===== src/rtl/uart_tx_param.sv =====
// Parameterised UART transmitter: start bit, 5..9 data bits sent LSB first,
// optional odd/even parity bit and 1 or 2 stop bits.
module uart_tx_param #(
  parameter int DATA_BITS    = 8,
  parameter int CLKS_PER_BIT = 16,
  parameter int PARITY       = 0,
  parameter int STOP_BITS    = 1
) (
  input  logic                 clk_s,
  input  logic                 rst,
  input  logic                 send,
  input  logic [DATA_BITS-1:0] data_in,
  output logic                 busy,
  output logic                 tx,
  output logic                 done,
  output logic                 led_tx
);

  // state | meaning
  // IDLE  | line at 1, waiting for send
  // START | start bit (tx=0)
  // DATA  | payload bits, LSB first
  // PAR   | parity bit (only when PARITY != 0)
  // STOP  | stop bit(s), tx=1; done pulses on exit

  if (DATA_BITS < 5 || DATA_BITS > 9) begin : g_bad_data_bits
    $error("uart_tx_param: DATA_BITS must be in 5..9");
  end
  if (CLKS_PER_BIT < 1 || CLKS_PER_BIT > 65535) begin : g_bad_clks_per_bit
    $error("uart_tx_param: CLKS_PER_BIT must be in 1..65535");
  end
  if (PARITY < 0 || PARITY > 2) begin : g_bad_parity
    $error("uart_tx_param: PARITY must be 0, 1 or 2");
  end
  if (STOP_BITS < 1 || STOP_BITS > 2) begin : g_bad_stop_bits
    $error("uart_tx_param: STOP_BITS must be 1 or 2");
  end

  typedef enum logic [2:0] {IDLE, START, DATA, PAR, STOP} state_t;

  localparam logic [15:0] BAUD_RELOAD = 16'(CLKS_PER_BIT - 1);
  localparam logic [3:0]  LAST_DATA   = 4'(DATA_BITS - 1);
  localparam logic [3:0]  LAST_STOP   = 4'(STOP_BITS - 1);
  localparam logic        PAR_INV     = (PARITY == 1);

  state_t               state;
  logic [15:0]          baud_cnt;
  logic [3:0]           bit_idx;
  logic [DATA_BITS-1:0] shreg;
  logic                 par_bit;

  assign led_tx = busy;

  // tx is registered, so each bit boundary loads the value of the next bit.
  always_ff @(posedge clk_s or posedge rst) begin
    if (rst) begin
      state    <= IDLE;
      tx       <= 1'b1;
      busy     <= 1'b0;
      done     <= 1'b0;
      baud_cnt <= '0;
      bit_idx  <= '0;
      shreg    <= '0;
      par_bit  <= 1'b0;
    end else begin
      done <= 1'b0;
      case (state)
        IDLE: begin
          tx   <= 1'b1;
          busy <= 1'b0;
          if (send) begin
            shreg    <= data_in;
            par_bit  <= (^data_in) ^ PAR_INV;
            baud_cnt <= BAUD_RELOAD;
            bit_idx  <= '0;
            state    <= START;
            tx       <= 1'b0;
            busy     <= 1'b1;
          end
        end
        START: begin
          if (baud_cnt == 16'd0) begin
            baud_cnt <= BAUD_RELOAD;
            state    <= DATA;
            tx       <= shreg[0];
          end else begin
            baud_cnt <= baud_cnt - 16'd1;
          end
        end
        DATA: begin
          if (baud_cnt == 16'd0) begin
            baud_cnt <= BAUD_RELOAD;
            if (bit_idx == LAST_DATA) begin
              bit_idx <= '0;
              if (PARITY != 0) begin
                state <= PAR;
                tx    <= par_bit;
              end else begin
                state <= STOP;
                tx    <= 1'b1;
              end
            end else begin
              bit_idx <= bit_idx + 4'd1;
              shreg   <= {1'b0, shreg[DATA_BITS-1:1]};
              tx      <= shreg[1];
            end
          end else begin
            baud_cnt <= baud_cnt - 16'd1;
          end
        end
        PAR: begin
          if (baud_cnt == 16'd0) begin
            baud_cnt <= BAUD_RELOAD;
            state    <= STOP;
            tx       <= 1'b1;
          end else begin
            baud_cnt <= baud_cnt - 16'd1;
          end
        end
        STOP: begin
          if (baud_cnt == 16'd0) begin
            if (bit_idx == LAST_STOP) begin
              state   <= IDLE;
              busy    <= 1'b0;
              done    <= 1'b1;
              bit_idx <= '0;
            end else begin
              bit_idx  <= bit_idx + 4'd1;
              baud_cnt <= BAUD_RELOAD;
            end
            tx <= 1'b1;
          end else begin
            baud_cnt <= baud_cnt - 16'd1;
          end
        end
        default: begin
          state <= IDLE;
          tx    <= 1'b1;
          busy  <= 1'b0;
        end
      endcase
    end
  end

endmodule


===== config.mk =====
export PLATFORM = sky130hd
export DESIGN_NAME = uart_tx_param
export DESIGN_NICKNAME = d
export VERILOG_FILES = /design/src/rtl/uart_tx_param.sv
export SDC_FILE = /design/constraint.sdc
export NUM_CORES = 1
export LEC_CHECK = 0
export ABC_CLOCK_PERIOD_IN_PS = 2300
export CAP_MARGIN = 20
export CORE_MARGIN = 5
export CORE_UTILIZATION = 30
export DETAILED_ROUTE_END_ITERATION = 8
export PLACE_DENSITY_LB_ADDON = 0.15
export REMOVE_ABC_BUFFERS = 1
export SETUP_SLACK_MARGIN = 0.05
export SYNTH_ARGS = -nofsm -noshare
export SYNTH_HDL_FRONTEND = slang
export SYNTH_SLANG_ARGS = --single-unit

===== constraint.sdc =====
create_clock -name clk_s -period 2.3 [get_ports clk_s]
set_input_delay 0.46 -clock clk_s [delete_from_list [all_inputs] [get_ports clk_s]]
set_output_delay 0.46 -clock clk_s [all_outputs]
set_load 0.02 [all_outputs]

==> results of run 1 <==
state kept, by name, indices dropped and copies added, names as in the netlist:
register / count
state: 3
done: 1
tx: 1
bit_idx: 4
baud_cnt: 16
busy: 1
shreg: 8
cell usage in the layout, fill, tap and decap left out, types with 7 or more instances in the layout:
| master | count |
|---|---|
| mux2i_1 | 7 |
| nand2_1 | 27 |
| o21ai_0 | 22 |
| dfrtp_1 | 33 |
| clkdlybuf4s50_1 | 14 |
| nor3_1 | 7 |
| buf_4 | 32 |
| a31oi_1 | 7 |
| nor2_1 | 14 |
| inv_1 | 8 |
| a21oi_1 | 8 |
metal layers:
metal / GRT usage (%) / vias to the layer above / part of all wire [%]
li1: - / 881 / -
met1: 15.1 / 835 / 47
met5: 0 / - / 0
met2: 20.5 / 16 / 49
met4: 3.35 / 0 / 1.1
met3: 3.34 / 6 / 3.5
final timing paths:
check / from / end / slack, ns / depth (start not counted)
min reg2reg: shreg[0]$_DFFE_PP0P_ / shreg[0]$_DFFE_PP0P_ / 0.49 / 2
min: shreg[0]$_DFFE_PP0P_ / shreg[0]$_DFFE_PP0P_ / 0.49 / 2
max in group asynchronous: rst / tx$_DFFE_PP1P_ / 1.39 / 3
max reg2reg: baud_cnt[0]$_DFFE_PP0P_ / bit_idx[2]$_DFFE_PP0P_ / 0.09 / 8
max: baud_cnt[0]$_DFFE_PP0P_ / bit_idx[2]$_DFFE_PP0P_ / 0.09 / 8
min in group asynchronous: rst / bit_idx[3]$_DFFE_PP0P_ / 0.57 / 3
cells by family after synthesis:
| group | synth area share [%] |
|---|---|
| simple gates | 24.2 |
| buf+inv | 3.89 |
| xor+xnor | 0.907 |
| compound gates | 21.3 |
| mux | 3.63 |
| flops | 44.1 |
| fa+ha+maj | 1.94 |
repair_timing:
| item | in CTS | in global routing |
|---|---|---|
| endpoints found under the setup margin | 27 | 24 |
| gates cloned | 0 | 0 |
| pin swaps | 2 | 11 |
| hold buffers | 0 | 0 |
| resized for setup | 7 | 12 |
| setup buffers | 2 | 3 |
power by group through the flow:
stage	logic, mW	clock network, mW	registers [mW]
after floorplan	0.763	0	1.04
after global placement	1.35	0	0.987
after detailed placement	1.36	0	0.989
after CTS	1.38	0.697	0.981
after global routing	1.62	0.725	1.02
final	1.45	0.677	0.986
worst max-delay path, delay by kind of cell (launching register included):
kind	cells	cell delay, ns
AO/OA/AOI/OAI	1	0.06
AND/OR/NAND/NOR	4	1.29
buffers and inverters	2	0.28
adder cells (fa/ha/maj)	1	0.14
flip-flops	1	0.39
stage by stage:
stage | setup TNS, ns | hold slack (ns) | instances | power, mW | area (sq um)
final | 0 | 0.487 | 339 | 3.11 | 2610
after global routing | -0.0475 | 0.529 | 339 | 3.36 | 2610
after CTS | 0 | 0.494 | 336 | 3.05 | 2520
after detailed placement | -1.89 | 0.476 | 326 | 2.35 | 2350
after global placement | -1.37 | 0.465 | 326 | 2.34 | 2350
after floorplan | -0.0161 | 0.445 | 207 | 1.80 | 1890
layout make-up:
type	count	area, sq um	area share, %
clock buffer	5	68.8	2.64
timing repair buffer	47	400	15.4
sequential	34	852	32.7
inverter	10	37.5	1.44
multi-input combinational	163	1080	41.6
tap	77	96.3	3.69
clock inverter	3	68.8	2.64
==> flow_metrics.tcl, run 1 <==
set metrics [dict create \
    final_hold_viol_count 0 \
    cellPowerDensity_mw_per_mm2 1190 \
    maxCapViolCount 0 \
    combPwrFrac_pct 46.6 \
    yosysWarnings 0 \
    antenna_found_initial 0 \
    cts.sinks 34 \
    overflow 0 \
    p_int_mw 1.94 \
    setup_ws_ns 0.0943 \
    drc 0 \
    required_ns 2.54 \
    rows 29 \
    outcome "finished clean" \
    vdd_drop_max_v 0.000667 \
    tightest_slew_ns 0.448 \
    synth_area_leaders "dfrtp_1, o21ai_0, nand2_1" \
    yosys.area.top_type "dfrtp_1" \
    clock_latency_ns 0.29 \
    ctsLongestPathBuffers 2 \
    cts_buffers 5 \
    p_sw_mw 1.17 \
    clock.fmax_ghz 0.453 \
    yosysTopAreaCellShare_pct 42.7 \
    ys_seq_elements 34 \
    setup_violations 0 \
    fillers 658 \
    min_period_ns 2.21 \
    drive_gt1_share_pct 24.0 \
    drv_slew 0 \
    end_kind "flop" \
    crit_fanout 4 \
    drt_wl_total_mm 4.65 \
    hold_path_class "flop to flop" \
    track_usage_pct 12.1 \
    grt_max_degree 35 \
    diodes 0 \
    crit_chain "inv_2, ha_4, or3b_4, nor4_4, buf_4, o21ai_2, or4b_1, nand2_1" \
    dieArea_sq_mm 0.00814 \
    io_buffer_count 14 \
    initial_utilization_pct 30.6 \
    finalCritPeriodShare_pct 95.9 \
    synth_edf_count 0 \
    cp_slowest_stage_delay_ns 0.46 \
    crit_slowest_cell "or4b_1" \
    worstSetupPathType "flop to flop" \
    sw_frac_of_total_pct 37.5 \
    die_x_um 90.2 \
    pin_count 15 \
    yosys.cell_count.top_type "dfrtp_1" \
    ant_nets 0 \
    core_area_sq_mm 0.00631 \
    grt_pass1_vias 1732 \
    final_core_util_pct 41.3 \
    pwr-share-clk_pct 21.8 \
    grt_pass1_wl_mm 8.20 \
    cts_tree "yes" \
    avgViaCountPerCell 5.13 \
    rsz0062_at_grt "yes" \
    die_y_um 90.2 \
    htree_levels 2 \
    pwr-share-seq_pct 31.7 \
    root_buffer "clkbuf_8" \
    netlist_area_sq_mm 0.00193 \
    ys_seq_area_share_pct 44.1 \
    arrival_ns 2.44 \
    syn_to_final_growth_pct 35.0 \
    synth_ff_type "dfrtp_1" \
    drt_iter0_drc 46 \
    place.gp.congestion 0.790 \
    vias 1738 \
    wl_per_cell_um 13.7 \
    clk_pin_slew_ns 0.08 \
    pre_cts_slack_ns -0.170 \
    netlist_instances 216 \
    yosysUniqueCellTypes 47 \
    async_flop_share_pct 100 \
    p_leak_nw 1.17 \
    dr.pass1.iters 4 \
    worstSetupStartpointType "flop" \
    synth_common_cells "dfrtp_1, nand2_1, o21ai_0" \
    syn_avg_cell_area_sq_um 8.94 \
    finClkSkew_ns 0.0103 \
    slew_headroom_pct 69.9 \
    dp_hpwl_mm 3.42 \
    fin_nets 275 \
]
No activity file was read; power rests on OpenSTA's default activity.
==> run 2, diff against run 1 <==
ABC_CLOCK_PERIOD_IN_PS = unset   (was 2300)
PLACE_DENSITY_LB_ADDON = unset   (was 0.15)
==> run 2 against run 1 <==
  * Worst hold slack improved by 0.0013 ns
  * Via count fell by 0.86%
  * Clock skew fell by 0.0052 ns
  * Largest cell class unchanged
  * Non-clock buffer count fell by 5
  * First-iteration DRC count rose by 140%
  * Combinational power fell by 9%
  * Cell count fell by 1.5%
  * Cell area fell by 4.1%
==> flow_metrics.tcl, run 2 (same netlist as run 1, synthesis figures left out) <==
set metrics [dict create \
    outcome "finished clean" \
    min_period_ns 2.18 \
    grt_max_degree 35 \
    drc 0 \
    drv_slew 0 \
    layout_commonest_cell "dfrtp_1" \
    drt_iter0_drc 110 \
    htree_levels 2 \
    clk_pin_slew_ns 0.08 \
    path_common_cell "or4_4" \
    p_leak_nw 1.13 \
    cts_buffers 5 \
    slew_headroom_pct 61.6 \
    grt_pass1_vias 1667 \
    pin_count 15 \
    die_y_um 90.2 \
    fin_nets 270 \
    end_kind "flop" \
    largest_register "baud_cnt" \
    final_cells 334 \
    crit_chain "or4_4, or4_4, o311a_1, a211o_1" \
    cts_tree "yes" \
    initial_utilization_pct 30.6 \
    antenna_found_initial 0 \
    largest_reg_flops 16 \
    reg2reg_to "baud_cnt[15]$_DFFE_PP0P_" \
    clock.fmax_ghz 0.459 \
    layout_common_cells "dfrtp_1, buf_4, nand2_1, o21ai_0, nor2_1" \
    worstSetupStartpointType "flop" \
    stdcell_area_sq_mm 0.00250 \
    crit_slowest_cell "or4_4" \
    finalCritPeriodShare_pct 94.8 \
    wl_per_cell_um 13.0 \
    tightest_slew_ns 0.574 \
    wirelength_met1_mm 2.08 \
    required_ns 2.47 \
    route.met2.wl_mm 2.12 \
    cellPowerDensity_mw_per_mm2 1190 \
    rsz0062_at_grt "yes" \
    syn_to_final_growth_pct 29.4 \
    maxUsedRoutingLayer "met4" \
    rrSetupSlack_ns 0.12 \
    ctsLongestPathBuffers 2 \
    track_usage_pct 10.9 \
    diodes 0 \
    whs_ns 0.488 \
    final_core_util_pct 39.6 \
    whs_path_depth 2 \
    holdBufCountCts 0 \
    place.gp.congestion 0.768 \
    overflow 0 \
    avgViaCountPerCell 5.16 \
    cp_slowest_stage_delay_ns 0.58 \
    ant_nets 0 \
    dr.pass1.iters 4 \
    rows 29 \
    reg.largest.list "baud_cnt: 16 flops, shreg: 8 flops, bit_idx: 4 flops" \
    dp_hpwl_mm 3.19 \
    r2r-start "baud_cnt[8]$_DFFE_PP0P_" \
    dp_cells 322 \
    crit_fanout 4 \
    hold_path_class "flop to flop" \
    final_hold_viol_count 0 \
    hold_path_end "shreg[6]$_DFFE_PP0P_" \
    drive_gt1_share_pct 19.5 \
    clock_latency_ns 0.28 \
    grt_pass1_wl_mm 7.55 \
    arrival_ns 2.35 \
    ff2ff_path_depth 4 \
    placed_cell_area_sq_mm 0.00231 \
    hold_start "shreg[6]$_DFFE_PP0P_" \
    die_x_um 90.2 \
    root_buffer "clkbuf_8" \
    io_buffer_count 14 \
    vias 1723 \
    maxCapViolCount 0 \
    met3_length_um 137 \
    cts.sinks 34 \
    dieArea_sq_mm 0.00814 \
    finClkSkew_ns 0.00508 \
    core_area_sq_mm 0.00631 \
    totalPowerFinal_mw 2.97 \
    vdd_drop_max_v 0.000534 \
    worstSetupPathType "flop to flop" \
    setup_violations 0 \
    drt_wl_total_mm 4.35 \
]
-- run 2: cell types whose count changed in the layout (fill, tap and decap cells not counted), moves of 2 or more --
cell / delta
buf_4: -4
inv_1: +2
inv_2: -2
nor2_1: +2
-- run 2: power breakdown --
| part | switching, mW | internal [mW] |
|---|---|---|
| clock network | 0.231 | 0.434 |
| logic | 0.702 | 0.614 |
| registers | 0.172 | 0.822 |
-- run 2: critical path: cells and delay by family (launching register included) --
family	cells	cell delay, ns
simple gates	2	1.13
compound gates	2	0.55
flops	1	0.38
-- run 2: cell type report --
cell class	instances	area, sq um
timing repair buffer	42	350
clock buffer	5	68.8
tap	77	96.3
fill	660	3810
multi-input combinational	163	1020
inverter	10	37.5
sequential	34	853
clock inverter	3	68.8
-- run 2: worst max path at each step --
stage	start	endpoint	cells after the start	slack (ns)
after floorplan	baud_cnt[0]$_DFFE_PP0P_	baud_cnt[9]$_DFFE_PP0P_	7	-0.02
after global placement	baud_cnt[0]$_DFFE_PP0P_	baud_cnt[2]$_DFFE_PP0P_	8	-0.03
after detailed placement	baud_cnt[0]$_DFFE_PP0P_	baud_cnt[2]$_DFFE_PP0P_	8	-0.03
after CTS	baud_cnt[0]$_DFFE_PP0P_	baud_cnt[7]$_DFFE_PP0P_	9	0.08
after global routing	baud_cnt[8]$_DFFE_PP0P_	baud_cnt[9]$_DFFE_PP0P_	7	0.03
final	baud_cnt[8]$_DFFE_PP0P_	baud_cnt[15]$_DFFE_PP0P_	4	0.12
-- run 2: through the flow --
| step | setup WS, ns | TNS (ns) |
|---|---|---|
| after global routing | 0.0261 | 0 |
| after floorplan | -0.0151 | -0.0161 |
| after global placement | -0.0261 | -0.0267 |
| final | 0.120 | 0 |
| after CTS | 0.0778 | 0 |
| after detailed placement | -0.0310 | -0.0359 |
-- run 2: layer usage --
layer / vias up / track usage (%)
li1: 882 / -
met3: 2 / 2.59
met4: 0 / 2.61
met5: - / 0
met1: 813 / 14.1
met2: 26 / 18.4
-- run 2: timing repair --
action,CTS,global route
gates cloned,0,0
endpoints found under the setup margin,18,19
resized for setup,4,4
buffers inserted,1,3
pin swaps,0,3
==> edit: new RTL, settings of run 1 <==
Reset style: synchronous (`rst`), changed in one clocked block.
--- a/src/rtl/uart_tx_param.sv
+++ b/src/rtl/uart_tx_param.sv
@@ -52,7 +52,7 @@
   assign led_tx = busy;
 
   // tx is registered, so each bit boundary loads the value of the next bit.
-  always_ff @(posedge clk_s or posedge rst) begin
+  always_ff @(posedge clk_s) begin
     if (rst) begin
       state    <= IDLE;
       tx       <= 1'b1;
Formal check against the unedited RTL: differs if rst is asserted again (counterexample within 4 cycles, from zero or initial values and one cycle with rst high); with rst held inactive, the same outputs for 10 cycles.
==> edit against run 1 <==
Sequential cell count is the same; synthesized area decreased by 1.6%; total power is 38% lower; design area is 9.5% lower; worst setup slack better by 160 ps; wire length decreased by 4.3%; clock power down 30%; count of clock-buffer cells in the layout grew 1; critical path type unchanged; critical endpoint is now bit_idx[2]$_SDFFE_PP0P_.
==> edit: results (changes against run 1) <==
Parameter                              Value

Outcome
  Outcome ... finished, final reports clean

Power
  Switching share of total power ... 0.366 (-0.00894)
  Static Leak ... 0.866 nW (-26%)
  Largest vdd supply drop ... 0.365 mV (-45%)

Critical path
  Peak fanout along the critical path ... 14 (+10)
  Arrival time of the worst setup path ... 2230 ps (-210 ps)
  Cells on worst reg2reg path ... 5 (-3)

Finish
  Non-filler instance count after layout ... 327 (-3.5%)
  Net count, final ... 263 (-4.4%)

Route
  Number of vias after detailed routing ... 1710 (-1.6%)
  Total routed wire length on the met1 layer ... 2230 um (+2.1%)
  Detailed route wirelength on metal3 ... 119 um (-26%)
  Post-DR wirelength/cell ... 13.6 um (-0.76%)
  Met2 Routed Length ... 2030 um (-10%)
  DRC violation total after the first TritonRoute iteration ... 37 (-20%)

Placed design
  Weighted congestion reported at the end of routability-driven placement ... 0.769 (-2.6%)
  Cell count after placement ... 317 (-2.8%)
  Post-detail-place hpwl ... 3190 um (-6.9%)

CTS
  Worst-case clock buffer depth ... 2 (unchanged)

Logic synthesis
  List of most frequent post-synthesis cells ... dfxtp_1 (34), nor2_1 (26), a21oi_1 (16), o21ai_0 (14), mux2i_1 (12)
  Sequential cell area fraction in the yosys report ... 0.358 (-0.0832)
  FFs w/ async S/R, synth ... 0 (-1.00)
  Cell types with the largest area share after synthesis ... dfxtp_1 (36%), mux2i_1 (6.3%), nor2_1 (5.1%)
  Synth cell types ... 48 (+2.1%)
  Cell count after synthesis ... 220 (+1.9%)
  Leading register cell type out of synthesis ... dfxtp_1

STA
  Setup clock skew after layout ... 7.94 ps (-2.38 ps)
  Worst-Margin Slew ... 407 ps (-40.7 ps)

Global routing
  Largest net degree at the start of global routing ... 18 (-49%)
  Total global routing track utilization ... 0.121 (+0.000208)
  Vias in the first global route ... 1606 (-7.3%)
  Wire length of the first global-routing pass ... 7580 um (-7.7%)
  Antenna violations before repair ... 0 (unchanged)
edit: final timing paths:
path / to / slack (ps) / start
max: bit_idx[2]$_SDFFE_PP0P_ / 250 / baud_cnt[5]$_SDFFE_PP0P_
min reg2reg: shreg[7]$_SDFFE_PP0P_ / 480 / shreg[7]$_SDFFE_PP0P_
min: shreg[7]$_SDFFE_PP0P_ / 480 / shreg[7]$_SDFFE_PP0P_
max reg2reg: bit_idx[2]$_SDFFE_PP0P_ / 250 / baud_cnt[5]$_SDFFE_PP0P_
edit: layout make-up:
type / count / area, sq um
Clock buffer: 6 / 82.6
Clock inverter: 2 / 12.5
Fill cell: 659 / 3880
Inverter: 8 / 30.0
Multi-Input combinational cell: 166 / 1140
Sequential cell: 34 / 681
Tap cell: 77 / 96.3
Timing Repair Buffer: 34 / 315
edit: worst max-delay path, cell delays in order, from the launching register on:
cell     delay, ps
dfxtp_1        370
nor4_4         390
nand4_4        300
o31ai_1        380
nor2_1         180
o41ai_1        320
edit: kinds of logic (layout without fill, tap and decap cells):
logic type	after synthesis	after routing	share of synthesized area
flip-flops	34	34	0.358
buffers and inverters	20	50	0.0474
AO/OA/AOI/OAI	67	67	0.252
multiplexers	13	13	0.0691
XOR/XNOR	3	3	0.0138
AND/OR/NAND/NOR	80	80	0.240
adder cells (fa/ha/maj)	3	3	0.0197
edit: timing repair:
| action | 4_1_cts | 5_1_grt |
|---|---|---|
| resized for setup | 0 | 4 |
| endpoints found under the hold margin | 0 | 0 |
| setup endpoints to repair | 0 | 22 |
| hold buffers | 0 | 0 |
| buffers inserted | 0 | 2 |
edit: power groups by stage:
stage / Combinational [mW] / Clock [mW] / Sequential (mW)
finish: 0.738 / 0.474 / 0.716
global placement: 0.719 / 0 / 0.727
CTS: 0.722 / 0.495 / 0.713
floorplan: 0.440 / 0 / 0.734
global route: 0.818 / 0.519 / 0.727
detailed placement: 0.718 / 0 / 0.727
edit: layer usage:
metal	vias up	track usage
li1	874	-
met1	809	0.159
met2	20	0.193
met3	7	0.0274
met4	0	0.0487
met5	-	0
edit: metrics by stage:
stage                     setup TNS (ps)  setup slack [ps]  cell area (sq um)  utilization  hold slack, ps
after floorplan                    -3150              -377               1840            -             439
after global placement              -125             -45.3               2240        0.359             464
after detailed placement            -363              -115               2240        0.359             470
after CTS                              0              55.9               2330        0.374             484
after global routing                   0               110               2360        0.378             520
final                                  0               254               2360        0.378             482
